File: src/rtl/shared_unit_rr_arbiter_pkg.sv
// Shared definitions for the round-robin front end of a shared arithmetic unit:
// width helpers and the round-robin pick function.

`ifndef SHARED_UNIT_RR_ARBITER_MACROS
`define SHARED_UNIT_RR_ARBITER_MACROS
// Tag / pointer width: at least one bit even for two entries.
`define SURA_TAG_W(n) (((n) > 32'sd2) ? shared_unit_rr_arbiter_pkg::f_clog2(n) : 32'sd1)
// Occupancy counter width: must be able to hold the value m itself.
`define SURA_CNT_W(m) (shared_unit_rr_arbiter_pkg::f_clog2((m) + 32'sd1))
`endif

package shared_unit_rr_arbiter_pkg;

    // Upper bound on requester count handled by rr_pick.
    localparam int MAX_N = 32;

    // Ceiling log2 usable in constant expressions.
    function automatic int f_clog2(input int i_val);
        int v_res;
        int v_pow;
        v_res = 32'sd0;
        v_pow = 32'sd1;
        for (int i = 0; i < 31; i++) begin
            if (v_pow < i_val) begin
                v_pow = v_pow * 32'sd2;
                v_res = v_res + 32'sd1;
            end else begin
                v_res = v_res;
            end
        end
        return v_res;
    endfunction

    // Round-robin pick: mask off requesters below i_ptr, priority-encode the
    // masked set, fall back to the unmasked set when nothing is left above i_ptr.
    function automatic logic [31:0] rr_pick(input logic [MAX_N-1:0] i_req,
                                            input logic [31:0]      i_n,
                                            input logic [31:0]      i_ptr);
        logic [MAX_N-1:0] v_valid;
        logic [MAX_N-1:0] v_masked;
        logic [31:0]      v_sel;
        logic             v_found;
        for (int i = 0; i < MAX_N; i++) begin
            v_valid[i]  = i_req[i] & (32'(i) < i_n);
            v_masked[i] = i_req[i] & (32'(i) < i_n) & (32'(i) >= i_ptr);
        end
        if (v_masked == {MAX_N{1'b0}}) begin
            v_masked = v_valid;
        end else begin
            v_masked = v_masked;
        end
        v_sel   = i_ptr;
        v_found = 1'b0;
        for (int i = 0; i < MAX_N; i++) begin
            if (v_masked[i] && !v_found) begin
                v_sel   = 32'(i);
                v_found = 1'b1;
            end else begin
                v_found = v_found;
            end
        end
        return v_sel;
    endfunction

endpackage

File: src/rtl/shared_unit_rr_arbiter_if.sv
// Bundle of the requester-side and unit-side handshake channels.
// slave: the arbiter. master: the surrounding producers, consumers and unit.

interface shared_unit_rr_arbiter_if #(
    parameter int NUM_INPUTS  = 2,
    parameter int INPUT_TYPE  = 32,
    parameter int OUTPUT_TYPE = 32
);
    logic [NUM_INPUTS*INPUT_TYPE-1:0]  ins;
    logic [NUM_INPUTS-1:0]             ins_valid;
    logic [NUM_INPUTS-1:0]             ins_ready;
    logic [NUM_INPUTS*OUTPUT_TYPE-1:0] outs;
    logic [NUM_INPUTS-1:0]             outs_valid;
    logic [NUM_INPUTS-1:0]             outs_ready;
    logic [INPUT_TYPE-1:0]             unit_ins;
    logic                              unit_ins_valid;
    logic                              unit_ins_ready;
    logic [OUTPUT_TYPE-1:0]            unit_outs;
    logic                              unit_outs_valid;
    logic                              unit_outs_ready;

    modport slave (
        input  ins, ins_valid, outs_ready, unit_ins_ready, unit_outs, unit_outs_valid,
        output ins_ready, outs, outs_valid, unit_ins, unit_ins_valid, unit_outs_ready
    );

    modport master (
        output ins, ins_valid, outs_ready, unit_ins_ready, unit_outs, unit_outs_valid,
        input  ins_ready, outs, outs_valid, unit_ins, unit_ins_valid, unit_outs_ready
    );
endinterface

File: src/rtl/shared_unit_rr_arbiter_tag_fifo.sv
// Register-based FIFO holding the requester index of every operand issued to
// the unit, so results can be routed back in order. Depth need not be 2^n.

module shared_unit_rr_arbiter_tag_fifo
    import shared_unit_rr_arbiter_pkg::*;
#(
    parameter int WIDTH = 1,
    parameter int DEPTH = 4
) (
    input  logic             clk,
    input  logic             rst,
    input  logic             i_push,
    input  logic [WIDTH-1:0] i_din,
    input  logic             i_pop,
    output logic [WIDTH-1:0] o_head,
    output logic             o_full,
    output logic             o_empty
);
    localparam int PTR_W = `SURA_TAG_W(DEPTH);
    localparam int CNT_W = `SURA_CNT_W(DEPTH);

    logic [WIDTH-1:0] r_mem [DEPTH];
    logic [PTR_W-1:0] r_wptr;
    logic [PTR_W-1:0] r_rptr;
    logic [CNT_W-1:0] r_count;
    logic             w_do_push;
    logic             w_do_pop;

    // Pointer increment with wrap at DEPTH.
    function automatic logic [PTR_W-1:0] f_next(input logic [PTR_W-1:0] i_ptr);
        return (i_ptr == PTR_W'(DEPTH - 1)) ? {PTR_W{1'b0}} : (i_ptr + PTR_W'(32'd1));
    endfunction

    assign o_full    = (r_count == CNT_W'(DEPTH));
    assign o_empty   = (r_count == {CNT_W{1'b0}});
    assign w_do_push = i_push & ~o_full;   // no write-through when full
    assign w_do_pop  = i_pop & ~o_empty;
    assign o_head    = r_mem[r_rptr];

    // Storage, pointers and occupancy.
    always_ff @(posedge clk) begin
        if (rst) begin
            r_wptr  <= {PTR_W{1'b0}};
            r_rptr  <= {PTR_W{1'b0}};
            r_count <= {CNT_W{1'b0}};
            for (int i = 0; i < DEPTH; i++) begin
                r_mem[i] <= {WIDTH{1'b0}};
            end
        end else begin
            if (w_do_push) begin
                r_mem[r_wptr] <= i_din;
                r_wptr        <= f_next(r_wptr);
            end
            if (w_do_pop) begin
                r_rptr <= f_next(r_rptr);
            end
            case ({w_do_push, w_do_pop})
                2'b10:   r_count <= r_count + CNT_W'(32'd1);
                2'b01:   r_count <= r_count - CNT_W'(32'd1);
                default: r_count <= r_count;
            endcase
        end
    end

endmodule

File: src/rtl/shared_unit_rr_arbiter.sv
// Shares one in-order pipelined arithmetic unit between NUM_INPUTS requesters.
// Operands are granted round-robin; a grant is locked while the unit stalls so
// the presented operand stays stable. Grant order is logged in a tag FIFO and
// results are steered back to the requester at its head. Zero added latency.

module shared_unit_rr_arbiter
    import shared_unit_rr_arbiter_pkg::*;
#(
    parameter int NUM_INPUTS   = 2,
    parameter int INPUT_TYPE   = 32,
    parameter int OUTPUT_TYPE  = 32,
    parameter int MAX_INFLIGHT = 4
) (
    input  logic                       clk,
    input  logic                       rst,
    shared_unit_rr_arbiter_if.slave    bus
);
    localparam int TAG_W = `SURA_TAG_W(NUM_INPUTS);

    logic [TAG_W-1:0]      r_rr_ptr;
    logic                  r_lock;
    logic [TAG_W-1:0]      r_lock_idx;

    logic [TAG_W-1:0]      w_gnt;
    logic                  w_any;
    logic                  w_full;
    logic                  w_empty;
    logic [TAG_W-1:0]      w_head;
    logic                  w_unit_ins_valid;
    logic                  w_issue;
    logic                  w_pop;
    logic [INPUT_TYPE-1:0] w_unit_ins;
    logic [NUM_INPUTS-1:0] w_ins_ready;
    logic [NUM_INPUTS-1:0] w_outs_valid;
    logic                  w_head_ready;
    logic                  w_unit_outs_ready;

    // Grant selection: a locked grant wins over round-robin.
    always_comb begin
        w_gnt = TAG_W'(rr_pick(MAX_N'(bus.ins_valid), 32'(NUM_INPUTS), 32'(r_rr_ptr)));
        if (r_lock) begin
            w_gnt = r_lock_idx;
        end else begin
            w_gnt = w_gnt;
        end
    end

    // Issue side: operand mux and per-requester ready.
    always_comb begin
        w_any            = |bus.ins_valid;
        w_unit_ins_valid = w_any & ~w_full;
        w_issue          = w_unit_ins_valid & bus.unit_ins_ready;
        w_unit_ins       = {INPUT_TYPE{1'b0}};
        w_ins_ready      = {NUM_INPUTS{1'b0}};
        for (int i = 0; i < NUM_INPUTS; i++) begin
            if (TAG_W'(i) == w_gnt) begin
                w_unit_ins     = bus.ins[i*INPUT_TYPE +: INPUT_TYPE];
                w_ins_ready[i] = w_issue;
            end else begin
                w_ins_ready[i] = 1'b0;
            end
        end
    end

    // Return side: steer the unit result to the requester at the FIFO head.
    always_comb begin
        w_outs_valid = {NUM_INPUTS{1'b0}};
        w_head_ready = 1'b0;
        for (int i = 0; i < NUM_INPUTS; i++) begin
            if (TAG_W'(i) == w_head) begin
                w_outs_valid[i] = bus.unit_outs_valid & ~w_empty;
                w_head_ready    = bus.outs_ready[i];
            end else begin
                w_outs_valid[i] = 1'b0;
            end
        end
        w_unit_outs_ready = ~w_empty & w_head_ready;
        w_pop             = bus.unit_outs_valid & w_unit_outs_ready;
    end

    assign bus.unit_ins        = w_unit_ins;
    assign bus.unit_ins_valid  = w_unit_ins_valid;
    assign bus.ins_ready       = w_ins_ready;
    assign bus.outs            = {NUM_INPUTS{bus.unit_outs}};
    assign bus.outs_valid      = w_outs_valid;
    assign bus.unit_outs_ready = w_unit_outs_ready;

    // Round-robin pointer and stall lock.
    always_ff @(posedge clk) begin
        if (rst) begin
            r_rr_ptr   <= {TAG_W{1'b0}};
            r_lock     <= 1'b0;
            r_lock_idx <= {TAG_W{1'b0}};
        end else if (w_issue) begin
            r_lock   <= 1'b0;
            r_rr_ptr <= (w_gnt == TAG_W'(NUM_INPUTS - 1)) ? {TAG_W{1'b0}} : (w_gnt + TAG_W'(32'd1));
        end else if (w_unit_ins_valid) begin
            // Unit stalled: freeze the grant so the operand cannot change.
            r_lock     <= 1'b1;
            r_lock_idx <= w_gnt;
        end else begin
            r_lock     <= r_lock;
            r_lock_idx <= r_lock_idx;
        end
    end

    shared_unit_rr_arbiter_tag_fifo #(
        .WIDTH (TAG_W),
        .DEPTH (MAX_INFLIGHT)
    ) u_tag_fifo (
        .clk     (clk),
        .rst     (rst),
        .i_push  (w_issue),
        .i_din   (w_gnt),
        .i_pop   (w_pop),
        .o_head  (w_head),
        .o_full  (w_full),
        .o_empty (w_empty)
    );

endmodule

File: src/flat_wrapper.sv
// flat-port wrapper written by rule: the top's interface ports become plain ports
module shared_unit_rr_arbiter_flat import shared_unit_rr_arbiter_pkg::*;
#(
    parameter int NUM_INPUTS   = 2,
    parameter int INPUT_TYPE   = 32,
    parameter int OUTPUT_TYPE  = 32,
    parameter int MAX_INFLIGHT = 4
)
  (clk, rst, bus_ins, bus_ins_valid, bus_outs_ready, bus_unit_ins_ready, bus_unit_outs, bus_unit_outs_valid, bus_ins_ready, bus_outs, bus_outs_valid, bus_unit_ins, bus_unit_ins_valid, bus_unit_outs_ready);
  shared_unit_rr_arbiter_if #(.NUM_INPUTS(NUM_INPUTS), .INPUT_TYPE(INPUT_TYPE), .OUTPUT_TYPE(OUTPUT_TYPE)) bus_i ();
  input  logic clk;
  input  logic rst;
  input wire logic [$bits(bus_i.ins)-1:0] bus_ins;
  input wire logic [$bits(bus_i.ins_valid)-1:0] bus_ins_valid;
  input wire logic [$bits(bus_i.outs_ready)-1:0] bus_outs_ready;
  input wire logic [$bits(bus_i.unit_ins_ready)-1:0] bus_unit_ins_ready;
  input wire logic [$bits(bus_i.unit_outs)-1:0] bus_unit_outs;
  input wire logic [$bits(bus_i.unit_outs_valid)-1:0] bus_unit_outs_valid;
  output wire logic [$bits(bus_i.ins_ready)-1:0] bus_ins_ready;
  output wire logic [$bits(bus_i.outs)-1:0] bus_outs;
  output wire logic [$bits(bus_i.outs_valid)-1:0] bus_outs_valid;
  output wire logic [$bits(bus_i.unit_ins)-1:0] bus_unit_ins;
  output wire logic [$bits(bus_i.unit_ins_valid)-1:0] bus_unit_ins_valid;
  output wire logic [$bits(bus_i.unit_outs_ready)-1:0] bus_unit_outs_ready;
  assign bus_i.ins = bus_ins;
  assign bus_i.ins_valid = bus_ins_valid;
  assign bus_i.outs_ready = bus_outs_ready;
  assign bus_i.unit_ins_ready = bus_unit_ins_ready;
  assign bus_i.unit_outs = bus_unit_outs;
  assign bus_i.unit_outs_valid = bus_unit_outs_valid;
  assign bus_ins_ready = bus_i.ins_ready;
  assign bus_outs = bus_i.outs;
  assign bus_outs_valid = bus_i.outs_valid;
  assign bus_unit_ins = bus_i.unit_ins;
  assign bus_unit_ins_valid = bus_i.unit_ins_valid;
  assign bus_unit_outs_ready = bus_i.unit_outs_ready;
  shared_unit_rr_arbiter #(.NUM_INPUTS(NUM_INPUTS), .INPUT_TYPE(INPUT_TYPE), .OUTPUT_TYPE(OUTPUT_TYPE), .MAX_INFLIGHT(MAX_INFLIGHT)) u_core (.clk(clk), .rst(rst), .bus(bus_i));
endmodule
File: config.mk
export PLATFORM = sky130hd
export DESIGN_NAME = shared_unit_rr_arbiter_flat
export DESIGN_NICKNAME = d
export VERILOG_FILES = /design/src/rtl/shared_unit_rr_arbiter_pkg.sv /design/src/rtl/shared_unit_rr_arbiter_if.sv /design/src/rtl/shared_unit_rr_arbiter_tag_fifo.sv /design/src/rtl/shared_unit_rr_arbiter.sv /design/src/flat_wrapper.sv
export SDC_FILE = /design/constraint.sdc
export NUM_CORES = 1
export LEC_CHECK = 0
export ABC_AREA = 1
export BUFFER_PORTS_ARGS = -buffer_cell sky130_fd_sc_hd__buf_2
export CAP_MARGIN = 10
export CORE_AREA = 2 2 79 81
export DETAILED_ROUTE_END_ITERATION = 16
export DIE_AREA = 0 0 81 83
export GPL_ROUTABILITY_DRIVEN = 1
export PLACE_DENSITY = 0.81
export SLEW_MARGIN = 10
export SYNTH_ARGS = -nofsm -noshare
export SYNTH_HDL_FRONTEND = slang
export SYNTH_SLANG_ARGS = --single-unit
File: constraint.sdc
create_clock -name clk -period 2.6 [get_ports clk]
set_clock_uncertainty 0.05 [all_clocks]
set_input_delay 0.26 -clock clk [delete_from_list [all_inputs] [get_ports clk]]
set_output_delay 0.26 -clock clk [all_outputs]
set_load 0.1 [all_outputs]
==> impl_metrics.toml <==
[outcome]
status = "complete, no violations"

[logic_synthesis]
syn-instance-count = 281
synthesis.nets = 389
synth_top_area_cell = "buf_4"
yosys_warnings = 0
syn_avg_cell_area_sq_um = 6.109
yosysUniqueCellTypes = 20
synth-seq-area-share_pct = 20.99
synth_top_area_share_pct = 27.99
ys_ff_latch = 16
syn_area_sq_um = 1717
synthTopCellsByArea = "buf_4 (28%), nand2_1 (26%), dfxtp_1 (14%)"

[global_route]
grt-ovfl-total = 0
antenna_found_initial = 0
grt_pass1_wl_mm = 7.155
grt_usage_pct = 12.94
grt_max_degree = 39
first_global_vias = 1630

[clock_network]
hold_buffers = 0
clk_pin_slew_ps = 60
cts_resized = 0
h-tree-depth = 1
tritoncts = "yes"
cts_buffer_depth = 2
clock_latency_ps = 250
numCtsBuffers = 3
post-cts-setup-buffers = 0
cts.sinks = 16
root_buffer = "clkbuf_8"

[route]
post_drt_wl_per_cell_microns = 10.93
via_per_inst = 4.186
route.vias.total = 1666
drtIter0Drc = 71
ant_nets = 0
first_pass_iters = 4
route.detailed.drc = 0
wirelength_mm = 4.351

[setup_path]
cp-start-kind = "flip-flop"
cp_max_fo = 5
crit_family = "adder cells"
critPathMaxStageDelay_ps = 370
path_class = "flip-flop to flip-flop"
slowest_stage = "fa_1"
worstSetupEndpointType = "flip-flop"
crit_buf_inv = 3
cp.depth = 14
required_ps = 2680
r2r.worst_path.cells = 14
arrival_ps = 2290
crit_chain = "inv_1 > nand2_1 > nand3_1 > nand2_1 > nand2_1 > nand3_1 > inv_1 > ha_1 > inv_1 > fa_1 > a21oi_1 > o21ai_0 > o21ai_0 > a21oi_1"

[timing]
tightestPinTransition_ps = 571.6
hold_viol_final = 0
timing.final.ws_setup_ps = 395.3
max_slew_margin_pct = 61.84
holdWs_ps = 190.6
rsz0062_at_grt = "false"
finalCritPeriodShare_pct = 84.79
setup_tns_ps = 0
setup_violations = 0
period_needed_ps = 2205
slew_viol_final = 0
fmax_mhz = 453.6

[final_layout]
multi_input_area_sq_um = 735.7
final_cell_mix = "nand2_1 (120), buf_2 (76), buf_12 (33), nor2_1 (22), inv_1 (21)"
drive_gt1_share_pct = 36.84
syn2layout_area_growth_pct = 37.83
diodes = 0
finalNetCount = 432
stdcell_count = 398
mostFrequentLayoutCell = "nand2_1"
regArea_sq_um = 360.3
final_core_util_pct = 40.68
fill_cells = 593

[die]
die_width_microns = 81
start_util_pct = 29.52
chipHeight_microns = 83
num_rows = 28
core_sq_um = 5816
dieArea_sq_um = 6723
io-pin-count = 206

[placement]
post-place-cells = 394
pre_cts_ws_ps = 429.3
portBuffers = 109
gp_congestion = 0.7504
dpl.hpwl_mm = 3.722

[pwr]
cellPowerDensity_nw_per_um2 = 762.2
p_leak_nw = 1.301
ir_drop_uv = 340.7

[worst_hold_path]
worstHoldPathType = "primary input to flip-flop"
min_path_cells = 2

[run]
cap_violations = 0
==> path summary, 6_finish.rpt <==
check | startpoint | slack (ps) | to
max | flip-flop | 400 | u_core.u_tag_fifo.r_count[2]$_SDFFE_PP0P_
min | rst | 190 | u_core.u_tag_fifo.r_wptr[1]$_SDFFE_PP0P_
max reg2reg | flip-flop | 400 | u_core.u_tag_fifo.r_count[2]$_SDFFE_PP0P_
min reg2reg | u_core.r_lock$_SDFFE_PP0N_ | 470 | u_core.r_lock$_SDFFE_PP0N_
==> metrics by stage <==
stage / instance area (sq um) / total power, mW
after floorplan: 1717 / 1.639
after global placement: 2321 / 1.607
after detailed placement: 2321 / 1.626
after CTS: 2366 / 1.815
after global routing: 2366 / 1.888
final: 2366 / 1.803
==> report_power, final <==
part	switching (mW)	internal, mW	total [mW]
combinational	0.908	0.402	1.31
clock	0.0851	0.105	0.190
sequential	0.0188	0.285	0.304
==> worst register-to-register path: cells and delay by family (launching register included) <==
family          cells  cell delay, ps
fa+ha+maj           2             510
buf+inv             3             240
compound gates      4             460
flops               1             320
simple gates        5             500
==> layout make-up <==
class / instances / share of cell area (%)
tap: 75 / 3.966
multi-input combinational: 171 / 31.09
clock inverter: 1 / 0.1586
inverter: 22 / 3.490
clock buffer: 3 / 1.745
timing repair buffer: 110 / 44.32
sequential: 16 / 15.23
==> synth_stat cells <==
library cell,instances
o21ai_0,6
fa_1,1
inv_1,21
buf_2,4
a21oi_2,1
inv_2,1
clkbuf_1,1
buf_6,3
nand2_1,120
nor2_1,22
a21oi_1,9
o21ai_2,2
nand3_1,4
edfxtp_1,4
nand2_2,1
ha_1,3
a31oi_1,1
nor2_4,1
buf_4,64
dfxtp_1,12
==> per-layer routing <==
metal / wire length, microns / up-vias / global-route usage [%] / share of wire [%]
li1: - / 867 / - / -
met1: 1540 / 706 / 13.39 / 35
met2: 2409 / 87 / 25.92 / 55
met3: 372 / 6 / 2.500 / 8.5
met4: 28 / 0 / 2.465 / 0.64
met5: 0 / - / 0 / 0
==> cells by family after synthesis <==
family	after synthesis	share of synthesized area, %
buf+inv	94	36.15
fa+ha+maj	4	3.353
simple gates	148	33.24
compound gates	19	6.269
flops	16	20.99
Power figures use the tool's default switching activity.
